[config.mk]
export PLATFORM = sky130hd
export DESIGN_NAME = fwd_hazard_tracker_flat
export DESIGN_NICKNAME = d
export VERILOG_FILES = /design/src/rtl/fwd_hazard_tracker_pkg.sv /design/src/rtl/fwd_hazard_tracker_if.sv /design/src/rtl/fwd_hazard_tracker_operand_match.sv /design/src/rtl/fwd_hazard_tracker.sv /design/src/flat_wrapper.sv
export SDC_FILE = /design/constraint.sdc
export NUM_CORES = 1
export LEC_CHECK = 0
export CAP_MARGIN = 20
export CORE_MARGIN = 2
export CORE_UTILIZATION = 30
export DETAILED_ROUTE_END_ITERATION = 10
export HOLD_SLACK_MARGIN = 0.15
export PLACE_DENSITY = 0.61
export SETUP_SLACK_MARGIN = 0.4
export SYNTH_ARGS = -nofsm -noshare
export SYNTH_HDL_FRONTEND = slang
export SYNTH_HIERARCHICAL = 1
export SYNTH_SLANG_ARGS = --single-unit
[constraint.sdc]
create_clock -name i_clk -period 2.73 [get_ports i_clk]
set_clock_uncertainty 0.2 [all_clocks]
set_input_delay 0.273 -clock i_clk [delete_from_list [all_inputs] [get_ports i_clk]]
set_output_delay 0.273 -clock i_clk [all_outputs]
set_load 0.01 [all_outputs]
[src/rtl/fwd_hazard_tracker_pkg.sv]
`default_nettype none
// ============================================================================
// Module  : fwd_hazard_tracker_pkg
// Brief   : Shared slot record, forward-select constants and select width.
// Revision: 1.0 - initial release
// ============================================================================
package fwd_hazard_tracker_pkg;

    // Slot fields are sized for the largest supported configuration.
    // Narrower addresses and latencies are zero-extended into them.
    localparam int c_MAX_RD_W  = 8;
    localparam int c_MAX_LAT_W = 4;

    localparam int FWD_RF  = 0;
    localparam int FWD_MEM = 1;
    localparam int FWD_WB  = 2;

    typedef struct packed {
        logic                   valid;
        logic [c_MAX_RD_W-1:0]  rd;
        logic [c_MAX_LAT_W-1:0] lat;
    } slot_t;

    function automatic int sel_width(input int depth);
        return (depth < 2) ? 1 : $clog2(depth);
    endfunction

endpackage
`default_nettype wire

[src/rtl/fwd_hazard_tracker_if.sv]
`default_nettype none
// ============================================================================
// Module  : fwd_hazard_tracker_if
// Brief   : ID-stage issue/operand bus and tracker results.
// Revision: 1.0 - initial release
// ============================================================================
interface fwd_hazard_tracker_if
    import fwd_hazard_tracker_pkg::*;
#(
    parameter int REG_ADDR_W = 5,
    parameter int NUM_SRC    = 2,
    parameter int DEPTH      = 3,
    parameter int LAT_W      = 2,
    parameter int CNT_W      = 16
);
    localparam int SEL_W = sel_width(DEPTH);

    logic                          i_issue_valid;
    logic                          i_issue_regwrite;
    logic [REG_ADDR_W-1:0]         i_issue_rd;
    logic [LAT_W-1:0]              i_issue_lat;
    logic [NUM_SRC*REG_ADDR_W-1:0] i_src_addr;
    logic [NUM_SRC-1:0]            i_src_used;
    logic                          i_halt;
    logic                          i_flush;
    logic                          o_stall;
    logic [NUM_SRC*SEL_W-1:0]      o_fwd_sel;
    logic [CNT_W-1:0]              o_stall_cycles;

    modport master (
        output i_issue_valid, i_issue_regwrite, i_issue_rd, i_issue_lat,
               i_src_addr, i_src_used, i_halt, i_flush,
        input  o_stall, o_fwd_sel, o_stall_cycles
    );

    modport slave (
        input  i_issue_valid, i_issue_regwrite, i_issue_rd, i_issue_lat,
               i_src_addr, i_src_used, i_halt, i_flush,
        output o_stall, o_fwd_sel, o_stall_cycles
    );

endinterface
`default_nettype wire

[src/rtl/fwd_hazard_tracker_operand_match.sv]
`default_nettype none
// ============================================================================
// Module  : fwd_operand_match
// Brief   : Priority scan of in-flight writers for one source operand.
// Revision: 1.0 - initial release
// ============================================================================
module fwd_operand_match
    import fwd_hazard_tracker_pkg::*;
#(
    parameter int REG_ADDR_W = 5,
    parameter int DEPTH      = 3,
    parameter int SEL_W      = 2
)
(
    input  slot_t [DEPTH-1:1]     i_slots,
    input  logic [REG_ADDR_W-1:0] i_src,
    input  logic                  i_used,
    output logic                  o_hit,
    output logic [SEL_W-1:0]      o_sel,
    output logic                  o_hazard
);

    logic [c_MAX_RD_W-1:0] w_src;

    assign w_src = c_MAX_RD_W'(i_src);

    // Scan oldest to youngest so the youngest matching producer overwrites.
    always_comb begin
        o_hit    = 1'b0;
        o_sel    = '0;
        o_hazard = 1'b0;
        for (int j = DEPTH - 1; j >= 1; j--) begin
            if (i_used && i_slots[j].valid && (i_slots[j].rd == w_src)) begin
                o_hit    = 1'b1;
                o_sel    = SEL_W'(j);
                o_hazard = (int'(i_slots[j].lat) > j);
            end
        end
    end

endmodule
`default_nettype wire

[src/rtl/fwd_hazard_tracker.sv]
`default_nettype none
// ============================================================================
// Module  : fwd_hazard_tracker
// Brief   : In-flight writer record, load-use stall and registered forward selects.
// Revision: 1.0 - initial release
// ============================================================================
module fwd_hazard_tracker
    import fwd_hazard_tracker_pkg::*;
#(
    parameter int REG_ADDR_W = 5,
    parameter int NUM_SRC    = 2,
    parameter int DEPTH      = 3,
    parameter int LAT_W      = 2,
    parameter int CNT_W      = 16
)
(
    input  logic                i_clk,
    input  logic                i_reset,
    fwd_hazard_tracker_if.slave bus
);

    localparam int SEL_W = sel_width(DEPTH);

    // The oldest stage writes the register file this cycle and the register
    // file is write-first, so only stages EX..DEPTH-1 need a record.
    slot_t [DEPTH-1:1]          r_slots;
    logic [NUM_SRC*SEL_W-1:0]   r_fwd_sel;
    logic [CNT_W-1:0]           r_stall_cnt;

    logic [NUM_SRC-1:0]         w_hit;
    logic [NUM_SRC-1:0]         w_hazard;
    logic [SEL_W-1:0]           w_sel [NUM_SRC];
    logic [NUM_SRC*SEL_W-1:0]   w_sel_next;
    logic                       w_hazard_any;
    logic [LAT_W-1:0]           w_lat_raw;
    logic [c_MAX_LAT_W-1:0]     w_issue_lat;
    slot_t                      w_issue;

    generate
        for (genvar n = 0; n < NUM_SRC; n++) begin : g_operand
            fwd_operand_match #(
                .REG_ADDR_W (REG_ADDR_W),
                .DEPTH      (DEPTH),
                .SEL_W      (SEL_W)
            ) u_match (
                .i_slots  (r_slots),
                .i_src    (bus.i_src_addr[n*REG_ADDR_W +: REG_ADDR_W]),
                .i_used   (bus.i_src_used[n]),
                .o_hit    (w_hit[n]),
                .o_sel    (w_sel[n]),
                .o_hazard (w_hazard[n])
            );
            assign w_sel_next[n*SEL_W +: SEL_W] = w_hit[n] ? w_sel[n] : SEL_W'(FWD_RF);
        end
    endgenerate

    assign w_hazard_any = |w_hazard;
    assign w_lat_raw    = bus.i_issue_lat;

    // Out-of-range latencies are pulled into 1..DEPTH-1.
    always_comb begin
        if (w_lat_raw == '0) begin
            w_issue_lat = c_MAX_LAT_W'(FWD_MEM);
        end else if (int'(w_lat_raw) > DEPTH - 1) begin
            w_issue_lat = c_MAX_LAT_W'(DEPTH - 1);
        end else begin
            w_issue_lat = c_MAX_LAT_W'(w_lat_raw);
        end
    end

    always_comb begin
        w_issue       = '0;
        w_issue.valid = bus.i_issue_valid && bus.i_issue_regwrite && (bus.i_issue_rd != '0);
        w_issue.rd    = c_MAX_RD_W'(bus.i_issue_rd);
        w_issue.lat   = w_issue_lat;
    end

    always_ff @(posedge i_clk) begin
        if (i_reset) begin
            r_slots     <= '0;
            r_fwd_sel   <= '0;
            r_stall_cnt <= '0;
        end else if (!bus.i_halt) begin
            for (int k = DEPTH - 1; k >= 2; k--) begin
                r_slots[k] <= r_slots[k-1];
            end
            if (bus.i_flush || w_hazard_any) begin
                r_slots[1] <= '0;
                r_fwd_sel  <= '0;
            end else begin
                r_slots[1] <= w_issue;
                r_fwd_sel  <= w_sel_next;
            end
            if (!bus.i_flush && w_hazard_any && (r_stall_cnt != '1)) begin
                r_stall_cnt <= r_stall_cnt + CNT_W'(1);
            end
        end
    end

    assign bus.o_stall        = w_hazard_any & ~bus.i_halt & ~bus.i_flush & ~i_reset;
    assign bus.o_fwd_sel      = r_fwd_sel;
    assign bus.o_stall_cycles = r_stall_cnt;

endmodule
`default_nettype wire
[src/flat_wrapper.sv]
// flat-port wrapper written by rule: the top's interface ports become plain ports
module fwd_hazard_tracker_flat import fwd_hazard_tracker_pkg::*;
#(
    parameter int REG_ADDR_W = 5,
    parameter int NUM_SRC    = 2,
    parameter int DEPTH      = 3,
    parameter int LAT_W      = 2,
    parameter int CNT_W      = 16
)
  (i_clk, i_reset, bus_i_issue_valid, bus_i_issue_regwrite, bus_i_issue_rd, bus_i_issue_lat, bus_i_src_addr, bus_i_src_used, bus_i_halt, bus_i_flush, bus_o_stall, bus_o_fwd_sel, bus_o_stall_cycles);
  fwd_hazard_tracker_if #(.REG_ADDR_W(REG_ADDR_W), .NUM_SRC(NUM_SRC), .DEPTH(DEPTH), .LAT_W(LAT_W), .CNT_W(CNT_W)) bus_i ();
  input  logic i_clk;
  input  logic i_reset;
  input wire logic [$bits(bus_i.i_issue_valid)-1:0] bus_i_issue_valid;
  input wire logic [$bits(bus_i.i_issue_regwrite)-1:0] bus_i_issue_regwrite;
  input wire logic [$bits(bus_i.i_issue_rd)-1:0] bus_i_issue_rd;
  input wire logic [$bits(bus_i.i_issue_lat)-1:0] bus_i_issue_lat;
  input wire logic [$bits(bus_i.i_src_addr)-1:0] bus_i_src_addr;
  input wire logic [$bits(bus_i.i_src_used)-1:0] bus_i_src_used;
  input wire logic [$bits(bus_i.i_halt)-1:0] bus_i_halt;
  input wire logic [$bits(bus_i.i_flush)-1:0] bus_i_flush;
  output wire logic [$bits(bus_i.o_stall)-1:0] bus_o_stall;
  output wire logic [$bits(bus_i.o_fwd_sel)-1:0] bus_o_fwd_sel;
  output wire logic [$bits(bus_i.o_stall_cycles)-1:0] bus_o_stall_cycles;
  assign bus_i.i_issue_valid = bus_i_issue_valid;
  assign bus_i.i_issue_regwrite = bus_i_issue_regwrite;
  assign bus_i.i_issue_rd = bus_i_issue_rd;
  assign bus_i.i_issue_lat = bus_i_issue_lat;
  assign bus_i.i_src_addr = bus_i_src_addr;
  assign bus_i.i_src_used = bus_i_src_used;
  assign bus_i.i_halt = bus_i_halt;
  assign bus_i.i_flush = bus_i_flush;
  assign bus_o_stall = bus_i.o_stall;
  assign bus_o_fwd_sel = bus_i.o_fwd_sel;
  assign bus_o_stall_cycles = bus_i.o_stall_cycles;
  fwd_hazard_tracker #(.REG_ADDR_W(REG_ADDR_W), .NUM_SRC(NUM_SRC), .DEPTH(DEPTH), .LAT_W(LAT_W), .CNT_W(CNT_W)) u_core (.i_clk(i_clk), .i_reset(i_reset), .bus(bus_i));
endmodule
After elaboration in Yosys (flattened, before gate mapping)
Cells that the tools add are included.
{"block": "totals", "out_inout_bits": 21, "register_bits": 46, "input_bits": 25}
{"block": "op_classes", "mux": 18, "add_sub_neg": 1, "reduce_logical": 18, "n_bitwise": 6, "magnitude_cmp": 3, "n_eq_ne": 5}
{"op": "8-bit by 5-bit == test with 1-bit output", "count": 4}
{"op": "16-bit by 1-bit adder with 16-bit output (second input constant)", "count": 1}
{"op": "16-bit inequality test (second input constant)", "count": 1}
{"op": "2-bit two-way mux", "count": 7}
{"op": "13-bit two-way mux", "count": 1}
{"op": "1-bit logical AND", "count": 12}
{"op": "1-bit two-way mux", "count": 8}
{"op": "4-bit two-way mux", "count": 2}
{"op": "5-bit nonzero test", "count": 1}
{"op": "4-bit by 1-bit greater-than comparator with 1-bit output (second input constant)", "count": 1}
{"op": "4-bit by 2-bit greater-than comparator with 1-bit output (second input constant)", "count": 1}
{"op": "1-bit bitwise AND", "count": 3}
{"op": "1-bit NOT", "count": 3}
{"op": "2-bit greater-than comparator (second input constant)", "count": 1}
{"op": "2-bit zero test", "count": 1}
{"op": "2-bit AND reduction", "count": 1}
{"op": "2-bit OR reduction", "count": 1}
{"op": "1-bit zero test", "count": 1}
{"op": "1-bit logical OR", "count": 1}

Depth between registers and ports, before layout
{"block": "logic_depth", "word_depth": 8, "ltp_mapped": 10}

Cells and area by module
The synthesis kept the hierarchy.
{"mod": "fwd_hazard_tracker", "cells_per_inst": 190, "instances": 1, "area_per_inst_um2": 1626.6}
{"mod": "fwd_operand_match", "cells_per_inst": 25, "instances": 2, "area_per_inst_um2": 185.2}

Worst setup path after synthesis
No wires, ideal clock.
{"block": "synth_timing", "path_kind": "reg-to-reg", "startpoint": "register u_core/r_slots[4] (netlist bit)", "endpoint": "register u_core.r_stall_cnt[10] (netlist: u_core/bus.o_stall_cycles[10])", "arrival_time_ps": 2465, "t_required_ps": 2460, "path_buffers": 2, "path_slack_ps": -5, "path_stages_with_launch": 11, "cell_sequence": "dfxtp_1 xor2_1 nor3_1 and4_1 buf_6 mux2i_1 nor2_1 or4_1 buf_2 or4_1 a21oi_1"}
{"block": "synth_via", "elab_chain_len": 7, "elab_cells_between_ends": 10, "cone_classes": "eq/ne: 2; mux: 2; reduce/logical: 6"}
{"element": "start, declared", "line_no": "fwd_hazard_tracker.sv:26", "source": "slot_t [DEPTH-1:1] r_slots;"}
{"element": "start signal, assigned by index", "line_no": "fwd_hazard_tracker.sv:85", "source": "r_slots[k] <= r_slots[k-1];"}
{"element": "8-bit by 5-bit == test with 1-bit output", "line_no": "fwd_hazard_tracker_operand_match.sv:33", "source": "if (i_used && i_slots[j].valid && (i_slots[j].rd == w_src)) begin"}
{"element": "1-bit logical AND", "line_no": "fwd_hazard_tracker_operand_match.sv:33"}
{"element": "1-bit two-way mux", "line_no": "fwd_hazard_tracker_operand_match.sv:33"}
{"element": "named net u_core.w_hazard[1]", "line_no": "fwd_hazard_tracker.sv:31", "source": "logic [NUM_SRC-1:0] w_hazard;"}
{"element": "2-bit OR reduction", "line_no": "fwd_hazard_tracker.sv:57", "source": "assign w_hazard_any = |w_hazard;"}
{"element": "1-bit logical AND (2 in a row)", "line_no": "fwd_hazard_tracker.sv:94", "source": "if (!bus.i_flush && w_hazard_any && (r_stall_cnt != '1)) begin"}
{"element": "2-bit AND reduction (no line)"}
{"element": "end signal, assigned", "line_no": "fwd_hazard_tracker.sv:95", "source": "r_stall_cnt <= r_stall_cnt + CNT_W'(1);"}
{"element": "end, declared", "line_no": "fwd_hazard_tracker.sv:28", "source": "logic [CNT_W-1:0] r_stall_cnt;"}
The timed path passes the listed nets, and every way through them passes these cells.
A chain may end at the register's enable or synchronous reset.

Worst setup path after layout
{"block": "layout_timing", "startpoint": "register u_core/r_slots[5] (netlist bit)", "endpoint": "register u_core.r_stall_cnt[14] (netlist: u_core/bus.o_stall_cycles[14])"}
Same word-level chain as after synthesis.

==> results by group <==
Power and ir drop
  • Leak pwr: 1.13 nW
  • Power per cell area: 379 nW/um^2
  • Peak supply drop: 0.000226 V

Cells and area
  • Number of fill cells: 640
  • Syn-to-layout area delta: 50.3%
  • Cell Count, Final, Fillers Out: 395
  • Ant diodes: 0
  • Nets: 343
  • Share of post-route cells with drive strength above 1: 0.214
  • Post-route cell area: 3000 sq um

Timing
  • Tightest Pin Transition: 0.518 ns
  • Final Setup Violations: 1
  • Pins Over Slew Limit: 0
  • Final Hold Viols: 0
  • Max-Slew Margin vs Limit: 0.652
  • RSZ-0062 raised after global routing: yes
  • Worst setup margin: -0.00378 ns
  • Fmax: 366 MHz
  • Post-route minimum period: 2.73 ns
  • Period Utilization, post-route: 1.00

Status
  • Failing checks: setup timing
  • Outcome: complete, but fails checks

Drt
  • Routed len/inst: 13.7 microns
  • Initial DRC Count: 108
  • # DRC: 0
  • Vias per cell: 5.08
  • Vias: 2,008
  • Antenna-violating nets left: 0
  • Drt first pass iters: 4
  • Final wirelength: 5.41 mm

Global route
  • Number of global-route vias before repair: 1,983
  • First-pass GRT wire length: 8.91 mm
  • Largest net degree at the start of global routing: 41
  • GRT Residual Overflow: 0
  • Gr usage total: 0.150
  • Initial antenna violation count: 0

Clock network
  • CTS tree: done
  • Num Clock Sinks: 36
  • CTS H-tree depth: 2
  • Total CTS buffers: 5
  • Bufs on Longest Clock Path: 2
  • CTS clk-pin slew, worst paths: 0.08 ns
  • Clock Latency Late Sink: 0.29 ns
  • Clock root buffer: clkbuf_8

Yosys
  • Synth Area in Simple Gates: 0.311
  • Post-synthesis mux area share: 0.0727
  • Adder and majority gate portion of the synthesized area: 0.00627
  • Proportion of netlist area held by the largest area contributor: 0.361
  • Synth Instances: 240
  • Post-synth EDFFs: 0
  • Number of distinct library cells after synthesis: 35
  • Post-synthesis compound-gate area fraction: 0.117
  • Area leader, netlist: dfxtp_1
  • Mapped Area: 2000 sq um
  • Largest family of logic cells by synthesized area: simple AND/OR/NAND/NOR gates
  • Avg Cell Area, Syn: 8.32 sq um
  • Register area share after synthesis: 0.361
  • YS warnings: 6
  • Top cells by count, synth: dfxtp_1, a21oi_1, nand2_1, nor2_1, xor2_1
  • Yosys reg bits: 36
  • Synth async-reset ratio: 0
  • Area contributors post-synth: dfxtp_1, xor2_1, a21oi_1, mux2i_1, nand2_1
  • Synth Area in XOR/XNOR: 0.0877
  • Most frequent cell after synthesis: dfxtp_1
  • Main synth FF type: dfxtp_1

Placed design
  • Port bufs: 44
  • Cell Area, Placed: 2700 sq um
  • GP Congestion: 0.790
  • Post-Place Cells: 385
  • HPWL after DPL: 3.65 mm

Die
  • Core Box Area: 6390 sq um
  • Die width: 85.6 microns
  • Initial Utilization: 0.313
  • Die Y: 85.6 microns
  • Row count: 29
  • Die ar.: 7320 sq um
  • Ports: 46

Worst setup path
  • Req. time, crit path: 2.76 ns
  • R2r setup slk: -0.004 ns
  • Worst setup EP type: flip-flop
  • Reg-to-reg critical path endpoint: u_core/bus.o_stall_cycles[14]
  • Max Fanout on Critical Path: 7
  • Reg2Reg Depth: 8
  • RR Startpoint: u_core/r_slots[5]
  • Crit Path Class: flip-flop to flip-flop
  • Worst EP arrival: 2.76 ns
  • Setup crit start kind: flip-flop

Hold path
  • Hold Crit Depth: 2
  • Hold Path Origin: u_core/bus.o_fwd_sel[0]
  • Hold Path End: u_core/bus.o_fwd_sel[0]
  • HP Class: flip-flop to flip-flop

Job
  • Max-cap violations: 0
==> layer usage <==
metal / wire [microns] / part of all wire / vias to the layer above / global-route usage
met1: 2440 / 0.45 / 929 / 0.192
li1: - / - / 1005 / -
met2: 2490 / 0.46 / 63 / 0.241
met3: 378 / 0.070 / 11 / 0.0375
met4: 102 / 0.019 / 0 / 0.0592
met5: 0 / 0 / - / 0
==> area by class of cell <==
cell class | count | area [sq um] | share of cell area
clock buffer | 5 | 68.8 | 0.0229
clock inverter | 3 | 42.5 | 0.0142
inverter | 1 | 3.75 | 0.00125
multi-input combinational | 207 | 1440 | 0.480
sequential | 36 | 736 | 0.245
tap | 77 | 96.3 | 0.0321
timing repair buffer | 66 | 613 | 0.204
==> power by group <==
group	total, mW	internal, mW	switching (mW)
Combinational	0.121	0.0605	0.0603
Clock	0.478	0.270	0.207
Sequential	0.538	0.530	0.00769
Total	1.14	0.861	0.275
==> flip-flops by register name (all words and copies together) (netlist names) <==
| register | flops |
|---|---|
| u_core/bus.o_stall_cycles | 16 |
| u_core/bus.o_fwd_sel | 4 |
| u_core/r_slots | 16 |
==> worst max-delay path: stages, from the launching register on <==
cell and delay [ns]:
dfxtp_4 0.37, xor2_2 0.15, nor3_2 0.17, and4_4 0.28
mux2i_4 0.25, nor2_2 0.06, or4_4 0.56, or4_1 0.48
a21oi_1 0.14
==> placed cells by master (no fill, tap or decap), drive strengths merged <==
cell type / netlist / final
or2: 2 / 2
conb: 1 / 20
and4: 4 / 4
nand2: 21 / 21
clkbuf: 10 / 6
nor4: 11 / 11
a211o: 3 / 3
clkdlybuf4s50: 0 / 31
a21oi: 23 / 23
and3: 3 / 3
nand3b: 9 / 9
xor2: 16 / 16
or3b: 1 / 1
a22oi: 1 / 1
dlygate4sd2: 0 / 9
dfxtp: 36 / 36
o21ai: 5 / 5
buf: 5 / 22
nand4: 4 / 4
nand2b: 2 / 2
nor2: 21 / 21
or4: 9 / 9
clkinvlp: 0 / 1
or3: 2 / 2
clkinv: 0 / 1
xnor2: 4 / 4
bufinv: 0 / 1
nand3: 9 / 9
inv: 1 / 1
ha: 1 / 1
nor2b: 4 / 4
mux2: 4 / 4
o31ai: 8 / 8
dlymetal6s2s: 0 / 3
mux2i: 10 / 10
nand4b: 4 / 4
nor3: 6 / 6
==> stage by stage <==
stage          setup TNS, ns  utilization  worst slack [ns]  total power, mW  hold WS (ns)
2_1_floorplan              0            -            0.0990            0.605         0.230
3_3_place_gp           -5.24        0.423            -0.479            0.666         0.253
3_5_place_dp           -4.90        0.423            -0.485            0.666         0.257
4_1_cts                    0        0.450          0.000911             1.15         0.268
5_1_grt               -0.166        0.470            -0.109             1.18         0.305
6_report            -0.00378        0.470          -0.00378             1.14         0.263
==> worst max path at each step <==
stage                       start                            end  slack (ns)  cells after the start
6_report        u_core/r_slots[5]  u_core/bus.o_stall_cycles[14]      -0.004                      8
4_1_cts         u_core/r_slots[7]  u_core/bus.o_stall_cycles[10]      0.0009                      8
3_3_place_gp    bus_i_src_addr[3]  u_core/bus.o_stall_cycles[14]       -0.48                     10
2_1_floorplan   u_core/r_slots[7]  u_core/bus.o_stall_cycles[10]         0.1                     10
3_5_place_dp    bus_i_src_addr[3]  u_core/bus.o_stall_cycles[10]       -0.48                     10
5_1_grt        u_core/r_slots[18]  u_core/bus.o_stall_cycles[14]       -0.11                      9
==> kinds of logic after synthesis <==
logic type               after synthesis
AO/OA/AOI/OAI                         40
XOR/XNOR                              20
adder cells (fa/ha/maj)                1
buffers and inverters                 16
flip-flops                            36
multiplexers                          14
other                                  1
AND/OR/NAND/NOR                      112
==> what timing repair did <==
action,in CTS,in global routing
pin swaps,7,13
hold buffers,0,0
hold endpoints to repair,0,0
setup buffers,0,2
resized for setup,25,27
endpoints found under the setup margin,18,19
Power figures use the tool's default switching activity.
